$ cat src/rtl/apu_stereo_mixer_n_if.sv
// Bus between the per-channel generators / output formatter and the stereo mixer.
// The producer side drives the master modport; the mixer uses the slave modport.
interface apu_stereo_mixer_n_if #(
  parameter int NUM_CH   = 4,
  parameter int SAMPLE_W = 24,
  parameter int VOL_W    = 3
);
  logic                         sample_strobe;
  logic [NUM_CH*SAMPLE_W-1:0]   channel_samples;
  logic [NUM_CH-1:0]            pause_channels;
  logic [NUM_CH-1:0]            pan_left;
  logic [NUM_CH-1:0]            pan_right;
  logic                         master_enable;
  logic [VOL_W-1:0]             vol_left;
  logic [VOL_W-1:0]             vol_right;
  logic                         busy;
  logic                         overrun;
  logic                         output_valid;
  logic signed [SAMPLE_W-1:0]   output_wave_left;
  logic signed [SAMPLE_W-1:0]   output_wave_right;

  modport master (
    output sample_strobe, channel_samples, pause_channels, pan_left, pan_right,
           master_enable, vol_left, vol_right,
    input  busy, overrun, output_valid, output_wave_left, output_wave_right
  );

  modport slave (
    input  sample_strobe, channel_samples, pause_channels, pan_left, pan_right,
           master_enable, vol_left, vol_right,
    output busy, overrun, output_valid, output_wave_left, output_wave_right
  );
endinterface

$ cat src/rtl/apu_stereo_mixer_n.sv
// Time-multiplexed NUM_CH-channel stereo mixer: one channel accumulated per cycle,
// then a master-volume multiply with signed saturation per side.
module apu_stereo_mixer_n #(
  parameter int NUM_CH   = 4,
  parameter int SAMPLE_W = 24,
  parameter int VOL_W    = 3
) (
  input logic                system_clock,
  input logic                reset,
  apu_stereo_mixer_n_if.slave mix
);
  localparam int IDX_W = (NUM_CH > 1) ? $clog2(NUM_CH) : 1;
  localparam int ACC_W = SAMPLE_W + IDX_W;
  localparam int PW    = ACC_W + VOL_W + 1;
  localparam logic signed [PW-1:0] SMAX = PW'((longint'(1) <<< (SAMPLE_W - 1)) - 1);
  localparam logic signed [PW-1:0] SMIN = -SMAX - PW'(1);

  typedef enum logic [1:0] {IDLE, ACCUM, SCALE, LOAD} state_t;

  state_t                      state_q;
  logic signed [SAMPLE_W-1:0]  smp_q [NUM_CH];
  logic [NUM_CH-1:0]           pause_q, panl_q, panr_q;
  logic                        en_q;
  logic [VOL_W-1:0]            voll_q, volr_q;
  logic signed [ACC_W-1:0]     acc_l_q, acc_r_q;
  logic [IDX_W-1:0]            idx_q;
  logic signed [SAMPLE_W-1:0]  out_l_q, out_r_q;
  logic                        busy_q, overrun_q, valid_q;

  // Floor-rounded gain of (vol+1)/2^VOL_W, clamped to the sample range.
  function automatic logic signed [SAMPLE_W-1:0] scale_sat(
    input logic signed [ACC_W-1:0] acc,
    input logic [VOL_W-1:0]        vol
  );
    logic signed [PW-1:0] gain, prod, shr;
    gain = PW'({1'b0, vol}) + PW'(1);
    prod = PW'(acc) * gain;
    shr  = prod >>> VOL_W;
    if (shr > SMAX)      return SMAX[SAMPLE_W-1:0];
    else if (shr < SMIN) return SMIN[SAMPLE_W-1:0];
    else                 return shr[SAMPLE_W-1:0];
  endfunction

  always_ff @(posedge system_clock or negedge reset) begin
    if (!reset) begin
      state_q   <= IDLE;
      for (int k = 0; k < NUM_CH; k++) smp_q[k] <= '0;
      pause_q   <= '0;
      panl_q    <= '0;
      panr_q    <= '0;
      en_q      <= 1'b0;
      voll_q    <= '0;
      volr_q    <= '0;
      acc_l_q   <= '0;
      acc_r_q   <= '0;
      idx_q     <= '0;
      out_l_q   <= '0;
      out_r_q   <= '0;
      busy_q    <= 1'b0;
      overrun_q <= 1'b0;
      valid_q   <= 1'b0;
    end else begin
      valid_q   <= 1'b0;
      overrun_q <= mix.sample_strobe && (state_q != IDLE);
      case (state_q)
        IDLE: begin
          if (mix.sample_strobe) begin
            for (int k = 0; k < NUM_CH; k++)
              smp_q[k] <= mix.channel_samples[k*SAMPLE_W +: SAMPLE_W];
            pause_q <= mix.pause_channels;
            panl_q  <= mix.pan_left;
            panr_q  <= mix.pan_right;
            en_q    <= mix.master_enable;
            voll_q  <= mix.vol_left;
            volr_q  <= mix.vol_right;
            acc_l_q <= '0;
            acc_r_q <= '0;
            idx_q   <= '0;
            busy_q  <= 1'b1;
            state_q <= ACCUM;
          end
        end
        ACCUM: begin
          if (panl_q[idx_q] && !pause_q[idx_q]) acc_l_q <= acc_l_q + ACC_W'(smp_q[idx_q]);
          if (panr_q[idx_q] && !pause_q[idx_q]) acc_r_q <= acc_r_q + ACC_W'(smp_q[idx_q]);
          idx_q <= idx_q + IDX_W'(1);
          if (idx_q == IDX_W'(NUM_CH - 1)) state_q <= SCALE;
        end
        SCALE: begin
          // Results land on the edge into LOAD so they are visible, with the valid pulse, during LOAD.
          out_l_q <= en_q ? scale_sat(acc_l_q, voll_q) : '0;
          out_r_q <= en_q ? scale_sat(acc_r_q, volr_q) : '0;
          valid_q <= 1'b1;
          state_q <= LOAD;
        end
        LOAD: begin
          busy_q  <= 1'b0;
          state_q <= IDLE;
        end
        default: state_q <= IDLE;
      endcase
    end
  end

  assign mix.busy              = busy_q;
  assign mix.overrun           = overrun_q;
  assign mix.output_valid      = valid_q;
  assign mix.output_wave_left  = out_l_q;
  assign mix.output_wave_right = out_r_q;
endmodule

$ cat src/flat_wrapper.sv
// flat-port wrapper written by rule: the top's interface ports become plain ports
module apu_stereo_mixer_n_flat 
#(
  parameter int NUM_CH   = 4,
  parameter int SAMPLE_W = 24,
  parameter int VOL_W    = 3
)
  (system_clock, reset, mix_sample_strobe, mix_channel_samples, mix_pause_channels, mix_pan_left, mix_pan_right, mix_master_enable, mix_vol_left, mix_vol_right, mix_busy, mix_overrun, mix_output_valid, mix_output_wave_left, mix_output_wave_right);
  apu_stereo_mixer_n_if #(.NUM_CH(NUM_CH), .SAMPLE_W(SAMPLE_W), .VOL_W(VOL_W)) mix_i ();
  input logic system_clock;
  input logic reset;
  input wire logic [$bits(mix_i.sample_strobe)-1:0] mix_sample_strobe;
  input wire logic [$bits(mix_i.channel_samples)-1:0] mix_channel_samples;
  input wire logic [$bits(mix_i.pause_channels)-1:0] mix_pause_channels;
  input wire logic [$bits(mix_i.pan_left)-1:0] mix_pan_left;
  input wire logic [$bits(mix_i.pan_right)-1:0] mix_pan_right;
  input wire logic [$bits(mix_i.master_enable)-1:0] mix_master_enable;
  input wire logic [$bits(mix_i.vol_left)-1:0] mix_vol_left;
  input wire logic [$bits(mix_i.vol_right)-1:0] mix_vol_right;
  output wire logic [$bits(mix_i.busy)-1:0] mix_busy;
  output wire logic [$bits(mix_i.overrun)-1:0] mix_overrun;
  output wire logic [$bits(mix_i.output_valid)-1:0] mix_output_valid;
  output wire logic [$bits(mix_i.output_wave_left)-1:0] mix_output_wave_left;
  output wire logic [$bits(mix_i.output_wave_right)-1:0] mix_output_wave_right;
  assign mix_i.sample_strobe = mix_sample_strobe;
  assign mix_i.channel_samples = mix_channel_samples;
  assign mix_i.pause_channels = mix_pause_channels;
  assign mix_i.pan_left = mix_pan_left;
  assign mix_i.pan_right = mix_pan_right;
  assign mix_i.master_enable = mix_master_enable;
  assign mix_i.vol_left = mix_vol_left;
  assign mix_i.vol_right = mix_vol_right;
  assign mix_busy = mix_i.busy;
  assign mix_overrun = mix_i.overrun;
  assign mix_output_valid = mix_i.output_valid;
  assign mix_output_wave_left = mix_i.output_wave_left;
  assign mix_output_wave_right = mix_i.output_wave_right;
  apu_stereo_mixer_n #(.NUM_CH(NUM_CH), .SAMPLE_W(SAMPLE_W), .VOL_W(VOL_W)) u_core (.system_clock(system_clock), .reset(reset), .mix(mix_i));
endmodule
$ cat config.mk
export PLATFORM = sky130hd
export DESIGN_NAME = apu_stereo_mixer_n_flat
export DESIGN_NICKNAME = d
export VERILOG_FILES = /design/src/rtl/apu_stereo_mixer_n_if.sv /design/src/rtl/apu_stereo_mixer_n.sv /design/src/flat_wrapper.sv
export SDC_FILE = /design/constraint.sdc
export NUM_CORES = 1
export LEC_CHECK = 0
export CORE_UTILIZATION = 40
export DETAILED_ROUTE_END_ITERATION = 10
export PLACE_DENSITY = 0.58
export SLEW_MARGIN = 20
export SYNTH_ARGS = -nofsm -noshare
export SYNTH_HDL_FRONTEND = slang
export SYNTH_SLANG_ARGS = --single-unit
$ cat constraint.sdc
create_clock -name system_clock -period 9.6 [get_ports system_clock]
set_input_delay 1.44 -clock system_clock [delete_from_list [all_inputs] [get_ports system_clock]]
set_output_delay 1.44 -clock system_clock [all_outputs]
set_load 0.05 [all_outputs]
# Yosys cells after proc, flatten, opt, wreduce, memory -nomap -nowiden
# Cells that the tools add are included.
# W data, S select, Z words.
# word_totals
ff_bits,222
in_bits,118
out_inout_bits,51
wordCells,83
# classes
n_addsub,5
multipliers,2
n_lt_le_gt_ge,6
eq_ne,8
muxes,28
bitwise_logic,1
n_reduce_logical,14
# ops
cell,n
$mux W24,8
$pmux W26 S2,2
$mux W26,3
$mul A26 B5 Y30,2
$gt A27 B24 Y1 const B,2
$lt A27 B24 Y1 const B,2
$add A26 B24 Y26,2
$bmux W24 S2,1
$add A3 B1 Y4 const B,2
$pmux W2 S4,1
$reduce_and A2 Y1,4
$bmux W1 S2,3
$eq A2 B2 Y1 const B,3
$mux W2,3
$ne A2 B1 Y1 const B,3
$reduce_and A3 Y1,2
$reduce_bool A2 Y1,3
$mux W1,5
$pmux W2 S2,1
$ge A3 B3 Y1 const B,1
$logic_and A1 B1 Y1,3
$lt A2 B3 Y1 const B,1
$not A2 Y3,1
$add A2 B1 Y2 const B,1
5 further kinds,5

# Longest topological paths before layout
# Gate-level depths: netlist of run 1.
# depth
depth_word,7
ltp_mapped,22
ltp_nobuf,19

# Least setup slack after synthesis of run 1
# No wires, ideal clock.
# synth_timing
path_type,reg2reg
from,register u_core.voll_q[0]
to,"register u_core.out_l_q[21], in the netlist u_core.mix.output_wave_left[21]"
setup_ps,126
t_arrival_ps,5230
t_required_ps,9474
slack_ps,4244
path_stages_with_launch,23
n_path_buf,4
synth_period_minus_slack_ps,5356
path_cell_list,dfrtp_1 clkbuf_1 and3_1 clkbuf_1 clkbuf_1 and2_1 ha_1 fa_1 inv_1 fa_1 inv_1 ha_1 o21ai_1 a21oi_1 o41a_1 a31o_1 o21ai_2 o21ai_2 a31o_2 xnor2_1 o32ai_2 buf_6 a221o_1
# synth_between
elab_chain_cells,6
word_cells_on_any_way,7
classes_between,add/sub (1); mul (1); order compare (2); mux (3)
# synth_rtl
element,line,text
from (decl),apu_stereo_mixer_n.sv:24,"logic [VOL_W-1:0] voll_q, volr_q;"
from (signal assigned),apu_stereo_mixer_n.sv:74,voll_q <= mix.vol_left;
$add A3 B1 Y4 (*),apu_stereo_mixer_n.sv:36,"gain = PW'({1'b0, vol}) + PW'(1);"
$mul A26 B5 Y30 (*),apu_stereo_mixer_n.sv:37,prod = PW'(acc) * gain;
$lt A27 B24 Y1,apu_stereo_mixer_n.sv:40,else if (shr < SMIN) return SMIN[SAMPLE_W-1:0];
$mux W24,apu_stereo_mixer_n.sv:40,
$mux W24 (*),apu_stereo_mixer_n.sv:39,if (shr > SMAX) return SMAX[SAMPLE_W-1:0];
$mux W24 (*),apu_stereo_mixer_n.sv:91,"out_l_q <= en_q ? scale_sat(acc_l_q, voll_q) : '0;"
to (signal assigned),apu_stereo_mixer_n.sv:91,
to (decl),apu_stereo_mixer_n.sv:27,"logic signed [SAMPLE_W-1:0] out_l_q, out_r_q;"
# Mark *: on every way between the ends. The rest lies on a longest branch, timed or not.
# A chain may end at the register's enable or synchronous reset.

# Worst setup path after layout of run 1
# layout_timing
from,register u_core.voll_q[0]
to,"register u_core.out_l_q[3], in the netlist u_core.mix.output_wave_left[3]"
# The elaborated chain is that of the path after synthesis.

==> results.ini, run 1 <==
[sta]
finClkSkew_ns = 0.0181
tightestPinTransition_ns = 1.00
period_share = 0.684
report.final.slew_viol_count = 0
slew_headroom = 0.333
tns_ns = 0
rsz0062_at_grt = false
fmax_mhz = 152
hold_viol_final = 0
fin_crit_ns = 6.56
setup_viol = 0

[power_and_ir_drop]
combPwrFrac = 0.633
irDropWorstVdd_mv = 0.144
powerDensity_nw_per_um2 = 337
p_sw_mw = 3.44
leakage_nw = 10.6
intPower_mw = 3.94
seq_power_share = 0.234
swShare = 0.466
power_mw = 7.37
clkPwrFrac = 0.133

[detailed_routing]
drt_first_pass_iters = 4
postRouteAntennaNets = 0
drt_iter0_markers = 517
wl_per_cell_um = 17.2
drt-total-wl_mm = 44.5
remaining_drc_errors = 0
via_per_inst = 5.25
num_vias = 13555

[setup_path]
cp_data_arrival_time_ns = 7.06
start_kind = flop
reg2reg_slack_ns = 3.04
critPathKind = reg -> reg
worst_r2r_path_depth = 18
crit-reg2reg-launch = u_core.voll_q[0]
worst-endpoint-required_ns = 10.09
rr_endpoint = u_core.mix.output_wave_left[3]
crit_path_max_fanout = 29
endpoint_kind = flop

[hold_path]
min_to = u_core.pause_q[3]
holdCritPathClass = reg -> reg
min-delay-start = u_core.pause_q[3]
min_delay_path_depth = 1

[synthesis]
yosysSeqAreaShare = 0.296
postSynthAreaPerCell_um2 = 10.4
ys_seq_elements = 222
synth.net_count = 2206
ys.flop_type = dfrtp_1
async_flop_share = 1.00
synth_edf_count = 0
synth_area_um2 = 18800
synth_warnings = 0
syn_inst = 1815
ys_types = 81

[die]
dieHeight_um = 219
core_region_area_um2 = 46500
num_rows = 79
die_w_um = 219
initial_core_util = 0.404
die_area_um2 = 47800
ios = 169

[run]
drv_cap = 0

[final_layout]
drive_gt1_frac = 0.114
antenna_cells = 0
design_area_um2 = 21900
nNetsFinal = 2346
num-fill-cells = 4379
layout.area.seq_um2 = 5560
final_util = 0.471
area_growth_pct = 16.4
multi_input_area_um2 = 12200

[grt]
overflow = 0
grt_pass1_wl_mm = 72.5
antenna_found_initial = 1
grtUsageTotal = 0.188
grt_pass1_vias = 13739
grt_max_degree = 96

[clocking]
cts_max_path_buffers = 3
cts.sinks = 222
cts_setup_buffers = 0
cts_resized = 0
cts_tree = built
ctsHtreeMaxLevel = 1
clockRootBuffer = clkbuf_16
cts.reportedPaths.clkPinSlew_ns = 0.06
ctsHoldBuffers = 0
cts_made_buffers = 27
insertion_delay_ns = 0.57

[placement]
gp_congestion = 0.850
portBuffers = 168
placed_area_um2 = 21000
dp_hpwl_mm = 35.0

[run_status]
status = completed

[critical path, stage by stage (launching register included)]
cell	delay, ns
dfrtp_1	0.92
and3_1	0.80
and2_1	0.24
ha_1	0.25
fa_1	0.53
inv_1	0.05
fa_1	0.52
inv_1	0.04
ha_1	0.34
a21oi_1	0.20
o2111ai_2	0.15
a31oi_1	0.26
a31oi_1	0.18
and2b_1	0.22
a2111oi_0	0.43
a21oi_1	0.12
xnor2_2	0.18
a311oi_4	0.83
a221o_1	0.21
[placed cells by master (no fill, tap or decap), types with 4 or more instances in the layout]
cell type,count
a21oi_2,4
a41oi_1,4
clkbuf_1,5
fa_1,106
and3_1,16
o21ai_1,9
nor3_1,10
ha_1,167
o21a_1,7
nor2b_1,20
and2_1,153
nand3_1,25
a31oi_1,14
o211ai_1,8
buf_4,11
xnor2_1,68
nand2b_1,50
a21o_1,43
xor2_1,28
nand2_1,69
a22o_1,35
clkbuf_16,27
mux4_2,27
o21bai_1,14
inv_1,200
a221o_1,50
a211oi_1,16
nor2_1,43
clkbuf_8,5
a21oi_1,80
inv_6,4
a211o_1,6
dfrtp_1,221
o31ai_1,6
or3_1,8
clkdlybuf4s50_1,167
mux2_2,115
o21ai_0,51
a32o_1,5
[final cells by class]
type | count | area share
flip-flops and latches | 222 | 0.254
clock buffers | 37 | 0.0349
inverters | 200 | 0.0343
clock inverters | 10 | 0.00349
repair buffers | 179 | 0.0809
well taps | 607 | 0.0347
multi-input cells | 1325 | 0.558
[kinds of logic (layout without fill, tap and decap cells)]
family,after synthesis,after routing,share of synthesized area
AND/OR/NAND/NOR,422,422,0.125
buffers and inverters,268,426,0.0554
multiplexers,144,144,0.102
AO/OA/AOI/OAI,389,389,0.152
adder cells (fa/ha/maj),273,273,0.224
flip-flops,222,222,0.296
XOR/XNOR,97,97,0.0456
[metrics by stage]
stage | worst slack [ns] | cells | hold slack [ns]
after global routing | 2.58 | 2580 | 0.509
after global placement | 3.18 | 2533 | 0.483
after detailed placement | 3.07 | 2533 | 0.489
after floorplan | 4.24 | 1815 | 0.474
final | 3.04 | 2580 | 0.500
after CTS | 3.06 | 2580 | 0.502
[synthesized netlist by cell type, types with 16 or more instances]
| master | n | share of area |
|---|---|---|
| dfrtp_1 | 222 | 0.30 |
| inv_1 | 200 | 0.040 |
| ha_1 | 167 | 0.11 |
| and2_1 | 153 | 0.051 |
| mux2_2 | 115 | 0.069 |
| fa_1 | 106 | 0.11 |
| a21oi_1 | 80 | 0.021 |
| nand2_1 | 70 | 0.014 |
| xnor2_1 | 68 | 0.032 |
| o21ai_0 | 51 | 0.014 |
| a221o_1 | 50 | 0.027 |
| nand2b_1 | 50 | 0.017 |
| clkbuf_1 | 49 | 0.0098 |
| a21o_1 | 43 | 0.017 |
| nor2_1 | 43 | 0.0086 |
| a22o_1 | 35 | 0.016 |
| xor2_1 | 28 | 0.013 |
| mux4_2 | 27 | 0.032 |
| nand3_1 | 25 | 0.0067 |
| nor2b_1 | 20 | 0.0067 |
| a211oi_1 | 16 | 0.0064 |
| and3_1 | 16 | 0.0053 |
[state kept, by name (all words and copies together), names as in the netlist, 2 cells and up]
name                          count
u_core.pause_q                    4
u_core.panr_q                     4
u_core.acc_l_q                   26
u_core.state_q                    2
u_core.mix.output_wave_right     24
u_core.acc_r_q                   26
u_core.panl_q                     4
u_core.mix.output_wave_left      24
u_core.smp_q                     96
u_core.volr_q                     3
u_core.voll_q                     3
u_core.idx_q                      2
[power by group through the flow]
stage | Combinational, mW | Sequential, mW | Clock, mW
2_1_floorplan | 3.35 | 1.85 | 0
3_3_place_gp | 4.61 | 1.73 | 0
3_5_place_dp | 4.68 | 1.74 | 0
4_1_cts | 4.70 | 1.73 | 1.01
5_1_grt | 5.17 | 1.79 | 1.05
6_report | 4.67 | 1.73 | 0.980
[metal layers]
metal	GRT usage	vias to the layer above	routed length, um
met5	0	-	13
met4	0.0574	2	1280
met3	0.0451	57	2720
met2	0.281	256	18600
met1	0.267	6574	21900
li1	-	6666	-
[how the worst max path moves through the flow]
stage | from | to | slack (ns) | depth (start not counted)
after detailed placement | u_core.voll_q[0] | u_core.mix.output_wave_left[3] | 3.07 | 18
after CTS | u_core.voll_q[0] | u_core.mix.output_wave_left[3] | 3.06 | 18
after global placement | u_core.voll_q[0] | u_core.mix.output_wave_left[4] | 3.18 | 18
final | u_core.voll_q[0] | u_core.mix.output_wave_left[3] | 3.04 | 18
after floorplan | u_core.voll_q[0] | u_core.mix.output_wave_left[21] | 4.24 | 22
after global routing | u_core.voll_q[0] | u_core.mix.output_wave_left[5] | 2.58 | 18
Note: power is estimated with default switching activity, not from simulation.
==> inputs of run 2 (changes only) <==
--- a/config.mk
+++ b/config.mk
@@ -7,7 +7,7 @@
 export LEC_CHECK = 0
 export CORE_UTILIZATION = 40
 export DETAILED_ROUTE_END_ITERATION = 10
-export PLACE_DENSITY = 0.58
+export PLACE_DENSITY = 0.6
 export SLEW_MARGIN = 20
 export SYNTH_ARGS = -nofsm -noshare
 export SYNTH_HDL_FRONTEND = slang
==> constraint.sdc (replaced) <==
create_clock -name system_clock -period 5.9 [get_ports system_clock]
set_input_delay 0.885 -clock system_clock [delete_from_list [all_inputs] [get_ports system_clock]]
set_output_delay 0.885 -clock system_clock [all_outputs]
set_load 0.05 [all_outputs]
==> run 2 against run 1 <==
Clock power increased by 83%. Hold slack got worse by 0.26 ns. Sequential share of layout area decreased by 0.34 points. Sequential power increased by 61%. Clock skew increased by 0.014 ns. Final area increased by 1.3%. Final cell count increased by 0.39%. Register-to-register slack got worse by 2.7 ns. Critical path type unchanged.
==> results.ini, run 2 (synthesis gave the netlist of run 1 again) <==
[run_status]
status = completed  ; unchanged

[die]
core_region_area_um2 = 46500  ; unchanged
ios = 169  ; unchanged
die_w_um = 219  ; unchanged
die_area_um2 = 47800  ; unchanged
initial_core_util = 0.404  ; unchanged
num_rows = 79  ; unchanged
dieHeight_um = 219  ; unchanged

[clocking]
cts_tree = built  ; unchanged
ctsHtreeMaxLevel = 1  ; unchanged
cts_max_path_buffers = 3  ; unchanged
cts.reportedPaths.clkPinSlew_ns = 0.06  ; about the same
insertion_delay_ns = 0.58  ; was 0.57 ns
clockRootBuffer = clkbuf_16  ; unchanged
cts_made_buffers = 28  ; was 27
cts.sinks = 222  ; unchanged

[placement]
dp_hpwl_mm = 35.3  ; was 35.0 mm
portBuffers = 168  ; unchanged
place_ws_ns = -0.0805  ; was 3.07 ns
gp_congestion = 0.834  ; was 0.850
placed_area_um2 = 21100  ; was 21000 um^2
dp.cells = 2536  ; was 2533

[power_and_ir_drop]
irDropWorstVdd_mv = 0.296  ; was 0.144 mV
powerDensity_nw_per_um2 = 555  ; was 337 nW/um^2
power_mw = 12.3  ; was 7.37 mW
leakage_nw = 10.7  ; was 10.6 nW

[final_layout]
design_area_um2 = 22200  ; was 21900 um^2
drive_gt1_frac = 0.123  ; was 0.114
nNetsFinal = 2352  ; was 2346
multi_input_area_um2 = 12300  ; was 12200 um^2
layout_commonest_cell = dfrtp_1  ; unchanged
final_util = 0.477  ; was 0.471
final_cells = 2590  ; was 2580
regMostFlops = u_core.smp_q  ; unchanged
largest_reg_flops = 96  ; unchanged
layout_common_cells = dfrtp_1 (221), inv_1 (200), clkdlybuf4s50_1 (167)  ; was dfrtp_1 (221), inv_1 (200), ha_1 (167), clkdlybuf4s50_1 (167), and2_1 (153)
reg_top3 = u_core.smp_q (96), u_core.acc_l_q (26), u_core.acc_r_q (26)  ; unchanged
area_growth_pct = 18.0  ; was 16.4%
layout.area.seq_um2 = 5560  ; unchanged
antenna_cells = 0  ; unchanged
num-fill-cells = 4366  ; was 4379

[sta]
tightestPinTransition_ns = 1.02  ; was 1.00 ns
setup_viol = 0  ; unchanged
period_share = 0.944  ; was 0.684
fin_crit_ns = 5.57  ; was 6.56 ns
finClkSkew_ns = 0.0318  ; was 0.0181 ns
fmax_mhz = 180  ; was 152 MHz
whs_ns = 0.238  ; was 0.500 ns
report.final.slew_viol_count = 0  ; unchanged
hold_viol_final = 0  ; unchanged
tns_ns = 0  ; unchanged
fin_ws_ns = 0.331  ; was 3.04 ns
slew_headroom = 0.317  ; was 0.333

[detailed_routing]
num_vias = 13561  ; was 13555
drt-total-wl_mm = 45.2  ; was 44.5 mm
drt_iter0_markers = 513  ; was 517
remaining_drc_errors = 0  ; unchanged
drt_first_pass_iters = 4  ; unchanged
wl_per_cell_um = 17.5  ; was 17.2 um
via_per_inst = 5.24  ; was 5.25
postRouteAntennaNets = 0  ; unchanged

[setup_path]
crit_path_max_fanout = 26  ; was 29
cp-startpoint = u_core.voll_q[0]  ; unchanged
start_kind = flop  ; unchanged
reg2reg_slack_ns = 0.33  ; was 3.04 ns
cp_data_arrival_time_ns = 6.01  ; was 7.06 ns
worst_r2r_path_depth = 21  ; was 18
critPathKind = reg -> reg  ; unchanged
rr_endpoint = u_core.mix.output_wave_left[0]  ; was u_core.mix.output_wave_left[3]
worst-endpoint-required_ns = 6.34  ; was 10.09 ns
endpoint_kind = flop  ; unchanged
crit-reg2reg-launch = u_core.voll_q[0]  ; unchanged

[grt]
globalRouteMet2Util = 0.293  ; was 0.281
grt_pass1_vias = 14145  ; was 13739
grt_max_degree = 146  ; was 96
grt_use_met1 = 0.266  ; was 0.267
overflow = 0  ; unchanged
grt_pass1_wl_mm = 74.2  ; was 72.5 mm
gr-max-usage-layer = met2  ; unchanged
grtUsageTotal = 0.193  ; was 0.188
antenna_found_initial = 5  ; was 1
grtUsageMet3 = 0.0473  ; was 0.0451

[run]
drv_cap = 0  ; unchanged

[hold_path]
holdCritPathClass = in -> async  ; was reg -> reg

==> run 2: where the power goes <==
group / internal (mW) / switching, mW
registers: 2.22 / 0.572
clock network: 1.08 / 0.716
logic: 3.35 / 4.38
==> run 2: layer usage <==
metal	wire [um]	part of all wire
met1	21700	0.48
met2	19000	0.42
met3	2870	0.064
met4	1570	0.035
met5	65	0.0014
==> run 2: area by class of cell <==
| class | instances | area share |
|---|---|---|
| tap | 607 | 0.0343 |
| inverter | 200 | 0.0339 |
| multi-input combinational | 1326 | 0.554 |
| clock buffer | 32 | 0.0332 |
| timing repair buffer | 183 | 0.0830 |
| clock inverter | 20 | 0.0107 |
| sequential | 222 | 0.251 |
==> run 2: critical path, stage by stage, from the launching register on <==
cell and delay (ns):
dfrtp_1 0.39, ha_1 0.23, xor2_2 0.16, buf_12 0.16
and2_1 0.16, ha_1 0.31, fa_1 0.55, inv_1 0.06
fa_1 0.54, inv_1 0.05, ha_1 0.39, o21ai_1 0.18
a21oi_1 0.06, o41a_1 0.34, a31o_1 0.26, o21ai_2 0.17
o21ai_2 0.13, a31o_2 0.28, xnor2_2 0.33, o32ai_2 0.16
buf_4 0.23, a221o_1 0.32
==> run 2: how the worst max path moves through the flow <==
stage,to,depth (start not counted)
finish,u_core.mix.output_wave_left[0],21
global route,u_core.mix.output_wave_left[10],21
CTS,u_core.mix.output_wave_left[15],20
detailed placement,u_core.mix.output_wave_left[0],20
global placement,u_core.mix.output_wave_left[4],20
floorplan,u_core.mix.output_wave_left[21],22
==> run 2: timing repair <==
item	CTS	global route
gates resized for setup	0	13
setup buffers	0	1
pin swaps	1	3
setup endpoints to repair	23	46
hold buffers	0	0
gates cloned	1	0
==> inputs of run 3 (changes only) <==
--- a/config.mk
+++ b/config.mk
@@ -5,6 +5,7 @@
 export SDC_FILE = /design/constraint.sdc
 export NUM_CORES = 1
 export LEC_CHECK = 0
+export CORE_MARGIN = 2
 export CORE_UTILIZATION = 40
 export DETAILED_ROUTE_END_ITERATION = 10
 export PLACE_DENSITY = 0.6
==> run 3 against run 2 <==
Highest routed layer unchanged. Fmax decreased by 1.6%. Setup slack worse by 0.093 ns. Combinational power rose by 0.8%. Clock skew down 0.013 ns. Total power up 0.61%. Flip-flop and latch count did not move. Sequential power barely moved. Via count is 0.44% lower. Final area grew 0.23%. Global-route usage fell by 0.40 points.
==> results.ini, run 3 (synthesis gave the netlist of run 1 again) <==
[final_layout]
layout_commonest_cell = dfrtp_1  ; unchanged
largest_reg_flops = 96  ; unchanged
regMostFlops = u_core.smp_q  ; unchanged
final_cells = 2589  ; was 2590
drive_gt1_frac = 0.126  ; was 0.123
final_util = 0.478  ; was 0.477
antenna_cells = 0  ; unchanged
area_growth_pct = 18.3  ; was 18.0%
layout_common_cells = dfrtp_1 (221), inv_1 (200), clkdlybuf4s50_1 (167)  ; unchanged
reg_top3 = u_core.smp_q (96), u_core.acc_l_q (26), u_core.acc_r_q (26)  ; unchanged
nNetsFinal = 2354  ; was 2352
design_area_um2 = 22200  ; about the same

[clocking]
cts_made_buffers = 26  ; was 28
cts.sinks = 222  ; unchanged
insertion_delay_ns = 0.56  ; was 0.58 ns
cts.reportedPaths.clkPinSlew_ns = 0.06  ; about the same
ctsHoldBuffers = 0  ; unchanged
ctsHtreeMaxLevel = 1  ; unchanged
clockRootBuffer = clkbuf_16  ; unchanged
cts_tree = built  ; unchanged
cts_max_path_buffers = 3  ; unchanged

[setup_path]
start_kind = flop  ; unchanged
crit_path_max_fanout = 26  ; unchanged
endpoint_kind = flop  ; unchanged
critPathKind = reg -> reg  ; unchanged
worst-endpoint-required_ns = 6.33  ; was 6.34 ns
cp_data_arrival_time_ns = 6.09  ; was 6.01 ns

[detailed_routing]
remaining_drc_errors = 0  ; unchanged
drt-total-wl_mm = 45.7  ; was 45.2 mm
via_per_inst = 5.21  ; was 5.24
drt_first_pass_iters = 5  ; was 4
drt_iter0_markers = 542  ; was 513
wl_per_cell_um = 17.6  ; was 17.5 um
postRouteAntennaNets = 0  ; unchanged
num_vias = 13501  ; was 13561

[hold_path]
holdCritPathClass = in -> async  ; unchanged

[run_status]
status = completed  ; unchanged

[die]
num_rows = 79  ; unchanged
dieHeight_um = 221  ; was 219 um
ios = 169  ; unchanged
initial_core_util = 0.404  ; unchanged
core_region_area_um2 = 46500  ; unchanged
die_w_um = 221  ; was 219 um
die_area_um2 = 48700  ; was 47800 um^2

[placement]
gp_congestion = 0.876  ; was 0.834
dp.cells = 2538  ; was 2536
dp_hpwl_mm = 35.3  ; about the same
portBuffers = 168  ; unchanged
place_ws_ns = 0.0198  ; was -0.0805 ns
placed_area_um2 = 21100  ; about the same

[sta]
tightestPinTransition_ns = 1.07  ; was 1.02 ns
fmax_mhz = 177  ; was 180 MHz
period_share = 0.960  ; was 0.944
setup_viol = 0  ; unchanged
finClkSkew_ns = 0.0191  ; was 0.0318 ns
tns_ns = 0  ; unchanged
fin_ws_ns = 0.238  ; was 0.331 ns
whs_ns = 0.389  ; was 0.238 ns
slew_headroom = 0.285  ; was 0.317
report.final.slew_viol_count = 0  ; unchanged
hold_viol_final = 0  ; unchanged
fin_crit_ns = 5.66  ; was 5.57 ns

[power_and_ir_drop]
powerDensity_nw_per_um2 = 558  ; was 555 nW/um^2
power_mw = 12.4  ; was 12.3 mW
leakage_nw = 10.7  ; about the same
irDropWorstVdd_mv = 0.290  ; was 0.296 mV

[grt]
overflow = 0  ; unchanged
grt_pass1_wl_mm = 73.9  ; was 74.2 mm
grt_max_degree = 110  ; was 146
grt_pass1_vias = 13655  ; was 14145
grtUsageTotal = 0.189  ; was 0.193
antenna_found_initial = 2  ; was 5

[run]
drv_cap = 0  ; unchanged

## run 3: path summary, 6_finish.rpt
| path | startpoint | endpoint | slack [ns] | depth (start not counted) |
|---|---|---|---|---|
| max | u_core.volr_q[0] | u_core.mix.output_wave_right[14] | 0.24 | 21 |
| min | reset | u_core.pause_q[3] | 0.39 | 1 |
| max reg2reg | u_core.volr_q[0] | u_core.mix.output_wave_right[14] | 0.24 | 21 |
| min reg2reg | u_core.pause_q[0] | u_core.pause_q[0] | 0.50 | 1 |
| max in group asynchronous | reset | u_core.mix.output_wave_right[21] | 4.19 | 2 |
| min in group system_clock | u_core.pause_q[0] | u_core.pause_q[0] | 0.50 | 1 |
## run 3: where the power goes
part	internal (mW)	total [mW]	switching (mW)
logic	3.37	7.79	4.42
clock network	1.13	1.80	0.678
registers	2.22	2.80	0.580
total	6.71	12.4	5.68
## run 3: per-layer routing
metal / wire [um] / up-vias / GRT usage
met1: 22300 / 6493 / 0.273
met4: 912 / 4 / 0.0433
met5: 26 / - / 0
met3: 2890 / 52 / 0.0452
met2: 19600 / 265 / 0.285
li1: - / 6687 / -
## run 3: what timing repair did
action | 4_1_cts | 5_1_grt
buffers inserted | 0 | 1
endpoints found under the setup margin | 7 | 46
gates cloned | 1 | 2
pin swaps | 1 | 4
gates resized for setup | 0 | 23
## run 3: final cells by class
| type | count | area (um^2) |
|---|---|---|
| clock buffers | 35 | 766 |
| clock inverters | 12 | 195 |
| inverters | 200 | 751 |
| flip-flops and latches | 222 | 5560 |
| fillers | 4383 | 24200 |
| multi-input cells | 1328 | 12300 |
| repair buffers | 185 | 1850 |
| well taps | 607 | 759 |
## run 3: critical path, stage by stage (launching register included)
cell,delay (ns)
dfrtp_1,0.39
ha_1,0.21
xor2_1,0.16
buf_4,0.21
and2_1,0.18
ha_1,0.31
fa_1,0.54
inv_1,0.05
fa_1,0.56
inv_1,0.05
ha_1,0.38
and3_1,0.25
a211oi_1,0.08
a211oi_2,0.32
a21oi_2,0.14
o21ai_1,0.38
a41oi_1,0.19
xnor2_1,0.25
nand2b_2,0.31
o21ai_4,0.10
buf_12,0.16
a221o_1,0.31
